File: config.mk
export PLATFORM = sky130hd
export DESIGN_NAME = plot_receiver
export DESIGN_NICKNAME = d
export VERILOG_FILES = /design/src/rtl/vga_pkg.sv /design/src/rtl/plot_fifo.sv /design/src/rtl/plot_receiver.sv
export SDC_FILE = /design/constraint.sdc
export NUM_CORES = 1
export LEC_CHECK = 0
export CAP_MARGIN = 20
export CORE_ASPECT_RATIO = 0.7
export CORE_MARGIN = 10
export CORE_UTILIZATION = 57
export CTS_CLUSTER_SIZE = 14
export DETAILED_ROUTE_END_ITERATION = 16
export PLACE_DENSITY = 0.78
export SLEW_MARGIN = 30
export SYNTH_ARGS = -nofsm -noshare
export SYNTH_HDL_FRONTEND = slang
export SYNTH_HIERARCHICAL = 1
export SYNTH_SLANG_ARGS = --single-unit
File: constraint.sdc
create_clock -name clock -period 2.9 [get_ports clock]
set_input_delay 0.87 -clock clock [delete_from_list [all_inputs] [get_ports clock]]
set_output_delay 0.87 -clock clock [all_outputs]
set_load 0.1 [all_outputs]
File: src/rtl/vga_pkg.sv
// ----------------------------------------------------------------------------
// vga_pkg : raster geometry shared by the plot writer and the framebuffer side
// Revision: 1.0
// ----------------------------------------------------------------------------
`default_nettype none

package vga_pkg;

   localparam int RES_W       = 160;
   localparam int RES_H       = 120;
   localparam int FB_DEPTH    = RES_W * RES_H;
   localparam int ADDR_BITS   = 15;
   localparam int COLOUR_BITS = 3;

   typedef logic [ADDR_BITS-1:0] fb_addr_t;

   // y*160 + x computed as (y<<7) + (y<<5) + x; the largest result (19199) fits.
   function automatic fb_addr_t fb_addr(input logic [6:0] y, input logic [7:0] x);
      return {1'b0, y, 7'b0} + {3'b0, y, 5'b0} + {7'b0, x};
   endfunction

endpackage

`default_nettype wire

File: src/rtl/plot_fifo.sv
// ----------------------------------------------------------------------------
// plot_fifo : small synchronous FIFO with an occupancy counter for full/empty
// Revision: 1.0
// ----------------------------------------------------------------------------
`default_nettype none

module plot_fifo #(
   parameter int DEPTH     = 4,
   parameter int DATA_BITS = 18
) (
   input  logic                 clock,
   input  logic                 resetn,
   input  logic                 push,
   input  logic                 pop,
   input  logic [DATA_BITS-1:0] din,
   output logic [DATA_BITS-1:0] dout,
   output logic                 full,
   output logic                 empty
);

   localparam int PTR_BITS = $clog2(DEPTH);
   localparam int CNT_BITS = PTR_BITS + 1;

   logic [DATA_BITS-1:0] mem_q [DEPTH];
   logic [PTR_BITS-1:0]  wr_ptr_q, wr_ptr_d;
   logic [PTR_BITS-1:0]  rd_ptr_q, rd_ptr_d;
   logic [CNT_BITS-1:0]  count_q, count_d;
   logic                 do_push;
   logic                 do_pop;

   assign full  = (count_q == CNT_BITS'(DEPTH));
   assign empty = (count_q == '0);
   assign dout  = mem_q[rd_ptr_q];

   // A push into a full FIFO still lands when a pop frees a slot on the same edge.
   assign do_pop  = pop && !empty;
   assign do_push = push && (!full || do_pop);

   always_comb begin
      wr_ptr_d = wr_ptr_q;
      rd_ptr_d = rd_ptr_q;
      count_d  = count_q;
      if (do_push) wr_ptr_d = wr_ptr_q + 1'b1;
      if (do_pop)  rd_ptr_d = rd_ptr_q + 1'b1;
      case ({do_push, do_pop})
         2'b10:   count_d = count_q + 1'b1;
         2'b01:   count_d = count_q - 1'b1;
         default: count_d = count_q;
      endcase
   end

   always_ff @(posedge clock or negedge resetn) begin
      if (!resetn) begin
         wr_ptr_q <= '0;
         rd_ptr_q <= '0;
         count_q  <= '0;
      end else begin
         wr_ptr_q <= wr_ptr_d;
         rd_ptr_q <= rd_ptr_d;
         count_q  <= count_d;
      end
   end

   always_ff @(posedge clock) begin
      if (do_push) mem_q[wr_ptr_q] <= din;
   end

endmodule

`default_nettype wire

File: src/rtl/plot_receiver.sv
// ----------------------------------------------------------------------------
// plot_receiver : range-checks pixel plots, buffers them and writes the framebuffer
// Revision: 1.0
// ----------------------------------------------------------------------------
`default_nettype none

module plot_receiver #(
   parameter int WIDTH       = 160,
   parameter int HEIGHT      = 120,
   parameter int FIFO_DEPTH  = 4,
   parameter int COLOUR_BITS = 3
) (
   input  logic                   clock,
   input  logic                   resetn,
   input  logic [7:0]             x,
   input  logic [6:0]             y,
   input  logic [COLOUR_BITS-1:0] colour,
   input  logic                   plot,
   input  logic                   mem_grant,
   input  logic                   clear_flags,
   output logic [14:0]            mem_address,
   output logic [COLOUR_BITS-1:0] mem_data,
   output logic                   mem_wren,
   output logic                   busy,
   output logic                   overflow,
   output logic [7:0]             drop_count
);

   import vga_pkg::*;

   localparam int         ENTRY_BITS = ADDR_BITS + COLOUR_BITS;
   localparam logic [8:0] X_LIM      = 9'(WIDTH);
   localparam logic [7:0] Y_LIM      = 8'(HEIGHT);

   logic                   s1_valid_q, s1_valid_d;
   logic [7:0]             s1_x_q, s1_x_d;
   logic [6:0]             s1_y_q, s1_y_d;
   logic [COLOUR_BITS-1:0] s1_colour_q, s1_colour_d;
   logic [14:0]            mem_address_q, mem_address_d;
   logic [COLOUR_BITS-1:0] mem_data_q, mem_data_d;
   logic                   mem_wren_q, mem_wren_d;
   logic                   overflow_q, overflow_d;
   logic [7:0]             drop_count_q, drop_count_d;

   logic                   in_range;
   logic                   drop_event;
   logic                   overflow_event;
   logic                   fifo_push;
   logic                   fifo_pop;
   logic                   fifo_full;
   logic                   fifo_empty;
   logic [ENTRY_BITS-1:0]  fifo_din;
   logic [ENTRY_BITS-1:0]  fifo_dout;

   assign in_range   = ({1'b0, x} < X_LIM) && ({1'b0, y} < Y_LIM);
   assign drop_event = plot && !in_range;

   assign fifo_push      = s1_valid_q;
   assign fifo_din       = {fb_addr(s1_y_q, s1_x_q), s1_colour_q};
   assign fifo_pop       = mem_grant && !fifo_empty;
   assign overflow_event = fifo_push && fifo_full && !fifo_pop;

   plot_fifo #(
      .DEPTH     (FIFO_DEPTH),
      .DATA_BITS (ENTRY_BITS)
   ) u_fifo (
      .clock  (clock),
      .resetn (resetn),
      .push   (fifo_push),
      .pop    (fifo_pop),
      .din    (fifo_din),
      .dout   (fifo_dout),
      .full   (fifo_full),
      .empty  (fifo_empty)
   );

   always_comb begin
      s1_valid_d    = plot && in_range;
      s1_x_d        = s1_x_q;
      s1_y_d        = s1_y_q;
      s1_colour_d   = s1_colour_q;
      mem_wren_d    = fifo_pop;
      mem_address_d = mem_address_q;
      mem_data_d    = mem_data_q;
      overflow_d    = overflow_q;
      drop_count_d  = drop_count_q;

      if (plot) begin
         s1_x_d      = x;
         s1_y_d      = y;
         s1_colour_d = colour;
      end

      if (fifo_pop) begin
         mem_address_d = fifo_dout[ENTRY_BITS-1 -: ADDR_BITS];
         mem_data_d    = fifo_dout[COLOUR_BITS-1:0];
      end

      // Clear applies first so a coincident event survives it.
      if (clear_flags) begin
         overflow_d   = 1'b0;
         drop_count_d = '0;
      end
      if (overflow_event) overflow_d = 1'b1;
      if (drop_event && (drop_count_d != 8'hFF)) drop_count_d = drop_count_d + 1'b1;
   end

   always_ff @(posedge clock or negedge resetn) begin
      if (!resetn) begin
         s1_valid_q    <= 1'b0;
         s1_x_q        <= '0;
         s1_y_q        <= '0;
         s1_colour_q   <= '0;
         mem_address_q <= '0;
         mem_data_q    <= '0;
         mem_wren_q    <= 1'b0;
         overflow_q    <= 1'b0;
         drop_count_q  <= '0;
      end else begin
         s1_valid_q    <= s1_valid_d;
         s1_x_q        <= s1_x_d;
         s1_y_q        <= s1_y_d;
         s1_colour_q   <= s1_colour_d;
         mem_address_q <= mem_address_d;
         mem_data_q    <= mem_data_d;
         mem_wren_q    <= mem_wren_d;
         overflow_q    <= overflow_d;
         drop_count_q  <= drop_count_d;
      end
   end

   assign mem_address = mem_address_q;
   assign mem_data    = mem_data_q;
   assign mem_wren    = mem_wren_q;
   assign overflow    = overflow_q;
   assign drop_count  = drop_count_q;
   assign busy        = s1_valid_q || !fifo_empty;

endmodule

`default_nettype wire
Word-level counts from Yosys, hierarchy flattened
Memory sizes are Yosys's and may differ from the RTL's. A register that Yosys moved wholly into a read port is not among the register bits. Cells that the tools add are included.

$lt $le $gt $ge: 2. Muxes and demuxes: 7. Equal/unequal tests: 4. Add/subtract/negate cells: 7. Reductions and logical operators: 19.

Operator list (number): $mux 8 (2); $add 14x12->15 (1); $add 15x8->15 (1); $logic_and 1x1->1 (9); $add 8x1->8 const B (1); $lt 8x8->1 const B (1); $ne 8x8->1 const B (1); $lt 7x7->1 const B (1); $pmux 3 s2 (1); $logic_not 1->1 (5); $add 2x1->2 const B (2); $mux 1 (4); $reduce_bool 2->1 (2); $add 3x1->3 const B (1); $eq 3x3->1 const B (1); $logic_not 3->1 (1); $sub 3x1->3 const B (1); $eq 2x1->1 const B (1); $eq 2x2->1 const B (1); $logic_or 1x1->1 (2).

Memories: 1. Bits of input ports: 23. RAM bits: 72. Logic and storage cells: 50. Flip-flop bits (word level): 36. Output and inout bits: 29.

Memory list: u_fifo.mem_q (words 4, bits a word 18, read ports 1, clocked after Yosys merged registers in 1, wr ports 1, line plot_fifo.sv:24) `logic [DATA_BITS-1:0] mem_q [DEPTH];`.

Depth between registers and ports, before layout
Depth in word-level cells: 8. Depth in mapped cells: 11. Gate-level depth less buffers: 10.

Modules after synthesis
Netlist, hierarchy kept.

Modules (own cells, without submodules): plot_fifo (cells an instance 132, seq. area each 2337.2 sq um, times used 1, area an instance 3025.4 sq um); plot_receiver (cells an instance 184, seq. area each 1176.1 sq um, times used 1, area an instance 2326.0 sq um).

Least setup slack after synthesis
Ideal clock, no wire load.

Path type: input port to flip-flop. From: input mem_grant. To: register u_fifo.count_q[2]. Arrival time: 2.606 ns. Buffers on the path: 1. Slack: 0.215 ns. Data required time: 2.821 ns. Cell stages on the path: 9. Library setup time: 0.079 ns. Path through: nor2b_1 -> buf_1 -> o31a_2 -> ha_1 -> inv_1 -> fa_1 -> xor2_1 -> nor2_1 -> xor2_1.

Longest elaborated chain between the ends: 6. Elaborated cells between the ends (all ways): 8. Classes of those cells: eq/ne: 2; mux: 1; reduce/logical: 5.

Ends and longest elaborated chain: from (decl) (line plot_receiver.sv:19) `input logic mem_grant,`; $logic_and 1x1->1 (*) (line plot_receiver.sv:60) `assign fifo_pop = mem_grant && !fifo_empty;`; net fifo_pop (line plot_receiver.sv:49) `logic fifo_pop;`; $logic_and 1x1->1 (*) (line plot_fifo.sv:36) `assign do_pop = pop && !empty;`; net u_fifo.do_pop (line plot_fifo.sv:29) `logic do_pop;`; $logic_or 1x1->1 (line plot_fifo.sv:37) `assign do_push = push && (!full || do_pop);`; $logic_and 1x1->1 (line plot_fifo.sv:37); $eq 2x1->1 or $eq 2x2->1 (tied branches) (line plot_fifo.sv:45) `case ({do_push, do_pop})`; $pmux 3 s2 or $reduce_bool 2->1 (tied branches); to (signal assigned) (line plot_fifo.sv:60) `count_q <= count_d;`; to (decl) (line plot_fifo.sv:27) `logic [CNT_BITS-1:0] count_q, count_d;`.

Mark *: on every way through the listed nets, which the timed path passes. The rest lies on a longest branch. A chain may end at the register's enable or synchronous reset.

Worst setup path in the final report
From: register s1_y_q[0]. To: memory u_fifo.mem_q[1][15], data pin.

Longest elaborated chain between the ends: 2.

Ends and longest elaborated chain: from (decl) (line plot_receiver.sv:37) `logic [6:0] s1_y_q, s1_y_d;`; from (signal assigned) (line plot_receiver.sv:122) `s1_y_q <= s1_y_d;`; $add 14x12->15 (line vga_pkg.sv:19) `return {1'b0, y, 7'b0} + {3'b0, y, 5'b0} + {7'b0, x};`; $add 15x8->15 (line vga_pkg.sv:19); net fifo_din[15] (line plot_receiver.sv:52) `logic [ENTRY_BITS-1:0] fifo_din;`; to (decl) (line plot_fifo.sv:24).

The timed path passes the listed nets, and every way through them passes these cells.

==> impl_metrics.toml <==
[global_route]
grt_pass1_wl_um = 15900
grt_start_max_net_pins = 55
grt_use_total_pct = 15.4
gr-total-overflow = 0
antenna_found_initial = 0
grt_pass1_vias = 3153

[route]
route.vias.total = 2890
routed_wl_um = 9900
dr.first_iter.drc_count = 200
drcViolationCount = 0
viasPerCell = 5.53
drtAntennaViolNets = 0
wl_per_cell_um = 18.9
first_pass_iters = 4

[floorplanning]
rows = 29
die_height_um = 101
start_util_pct = 58.8
design.die.area_um2 = 13700
num_io_pins = 52
die_x_um = 136
core_um2 = 9110

[cts]
hold_buffers = 0
cts_setup_buffers = 0
clkSinkCount = 126
htreeDepth = 4
ctsResizeCount = 0
root_buffer = "clkbuf_16"
cts_tree = "built"
clk_path_buf_depth = 2
clkTransAtPathRegs_ns = 0.05
insertion_delay_ns = 0.41
cts_made_buffers = 17

[timing]
post-route-period-util_pct = 91.2
fin_ws_ns = 0.255
final.min_clock_period_ns = 2.65
report.final.slew_viol_count = 0
tns_ns = 0
hold_viol = 0
rsz0062_at_grt = "false"
skew_ns = 0.00815
fmax_ghz = 0.378
slew-limit-headroom_pct = 51.3
finalSetupViolations = 0
worst_slew_pin_slew_ns = 0.730

[run_status]
outcome = "finished, final reports clean"

[power]
power.clock.fraction_pct = 28.7
seqPwrFrac_pct = 35.7
switchingPower_uw = 2650
power.internal_uw = 4530
p_comb_share_pct = 35.6
swShare_pct = 36.9
p_per_area_nw_per_um2 = 1100
power_leakage_uw = 0.00263
vdd_ir_drop_max_uv = 551

[logic_synthesis]
synth_compound_area_share_pct = 3.65
synth_flop_cell = "edfxtp_1"
synth_area_um2 = 5350
synth_top_family_by_area = "multiplexers"
avgSynthCellArea_um2 = 16.9
yosysUniqueCellTypes = 47
synthArstFlopShare_pct = 42.9
ys_ff_latch = 126
synth-edff-count = 72
synth_warnings = 6
synth_xor_area_share_pct = 2.13
syn_inst = 316
seq_area_frac_synth_pct = 65.7
syn_nets = 361
synthAdderAreaFrac_pct = 5.56
synthSimpleGateAreaFrac_pct = 5.54
synthMuxAreaShare_pct = 15.6

[final_layout]
post-route-util_pct = 71.9
n_antenna_cell = 0
nNetsFinal = 431
fin_area_um2 = 6550
drive_gt1_share_pct = 34.6
area_delta_synth_final_pct = 22.4

[worst_setup_path]
cp_slowest_cell = "fa_1"
crit_family = "adder cells"
crit_buf_inv = 2
cp_data_arrival_time_ns = 2.78
worst_setup_path_end_kind = "flop"
worst-setup-path-type = "flop to flop"
crit_path_start_kind = "flop"
critPathMaxStageDelay_ns = 0.50
cp_cell_sequence = "inv_1, fa_1, inv_1, fa_1, a21o_1, a21oi_1, nor4bb_1, a311o_1"
cp_max_fo = 4
required_ns = 3.03

[run]
max_cap_violations = 0

[placed_design]
place_hpwl_um = 6550
placed_area_um2 = 5970
io_buffer_count = 51
globalplace.congestion = 0.861
pre_cts_ws_ns = 0.000483

[hold_path]
hold_path.class = "flop to flop"
[synth_stat cells (all sizes together) (3+ instances only)]
cell | instances | area share, %
nand2 | 11 | 0.77
mux4 | 18 | 7.6
inv | 13 | 0.91
o21ai | 7 | 0.65
xnor2 | 8 | 1.3
mux2 | 36 | 7.6
and3 | 4 | 0.49
a21oi | 6 | 0.56
buf | 10 | 0.96
a21o | 3 | 0.42
and2b | 5 | 0.84
and2 | 4 | 0.56
nand2b | 3 | 0.35
nand4 | 5 | 0.58
xor2 | 5 | 0.82
dfrtp | 54 | 25
nor2 | 5 | 0.35
ha | 19 | 4.4
edfxtp | 72 | 40
fa | 3 | 1.1
[registers in the layout, summed over array words and instances, names as in the netlist, 3 cells and up]
name / flops
mem_address: 15
mem_data: 3
s1_y_q: 7
s1_x_q: 8
s1_colour_q: 3
u_fifo/mem_q: 72
drop_count: 8
u_fifo/count_q: 3
[worst register-to-register path: stages, from the launching register on]
cell,delay (ns)
dfrtp_1,0.36
inv_1,0.08
fa_1,0.50
inv_1,0.07
fa_1,0.46
a21o_1,0.17
a21oi_1,0.27
nor4bb_1,0.10
a311o_1,0.38
[layer usage]
metal	share of wire [%]	wire length [µm]	track usage [%]	vias to the layer above
met5	0	0	0	-
met4	1.1	105	7.67	0
met3	5.8	573	5.43	9
met2	47	4660	23.0	74
met1	46	4570	19.5	1466
li1	-	-	-	1341
[through the flow]
step | hold WS (ns) | total power, µW | cells
6_report | 0.486 | 7180 | 523
3_5_place_dp | 0.484 | 5170 | 491
4_1_cts | 0.493 | 7250 | 523
3_3_place_gp | 0.484 | 5110 | 491
5_1_grt | 0.521 | 7490 | 523
2_1_floorplan | 0.472 | 4550 | 316
[power groups by stage]
stage	clock, µW	combinational [µW]	sequential [µW]
2_1_floorplan	0	1050	3510
3_3_place_gp	0	2530	2580
3_5_place_dp	0	2570	2600
4_1_cts	2100	2580	2570
5_1_grt	2180	2710	2610
6_report	2060	2550	2560
[cells by family after synthesis]
kind of cell	Yosys count
and+or+nand+nor	48
xor gates and xnor gates	13
muxes	56
DFF	126
buffers and inverters	23
adders and majority gates	22
AOI/OAI and AO/OA	28
[area by class of cell]
type                            instances  area (µm²)
Tap cell                              124         155
Inverter                               13        48.8
Clock inverter                         10         111
Clock buffer                           22         475
Multi-Input combinational cell        167        1740
Fill cell                             595        2550
Sequential cell                       126        3510
Timing Repair Buffer                   61         508
[cell usage in the layout, fill, tap and decap left out, drive strengths merged, types with 3 or more instances in the layout]
cell type / Yosys / layout
ha: 19 / 19
fa: 3 / 3
xnor2: 8 / 8
a21oi: 6 / 6
buf: 10 / 40
nand2: 11 / 11
nor2: 5 / 5
mux4: 18 / 18
inv: 13 / 14
clkinv: 0 / 6
dfrtp: 54 / 54
xor2: 5 / 5
nand2b: 3 / 3
clkdlybuf4s50: 0 / 21
a21o: 3 / 3
and2b: 5 / 5
o21ai: 7 / 7
edfxtp: 72 / 72
and2: 4 / 4
nand4: 5 / 5
and3: 4 / 4
mux2: 36 / 36
clkbuf: 0 / 22
[worst paths after layout]
path	slack (ns)	startpoint	depth (start not counted)	to
min in group asynchronous	0.60	resetn	2	mem_wren
max in group asynchronous	1.80	resetn	2	s1_y_q[0]
min	0.49	overflow	1	overflow
min reg2reg	0.49	overflow	1	overflow
max	0.25	s1_y_q[0]	8	u_fifo/mem_q[1][15]
max reg2reg	0.25	s1_y_q[0]	8	u_fifo/mem_q[1][15]
(Power assumes the default switching activity.)
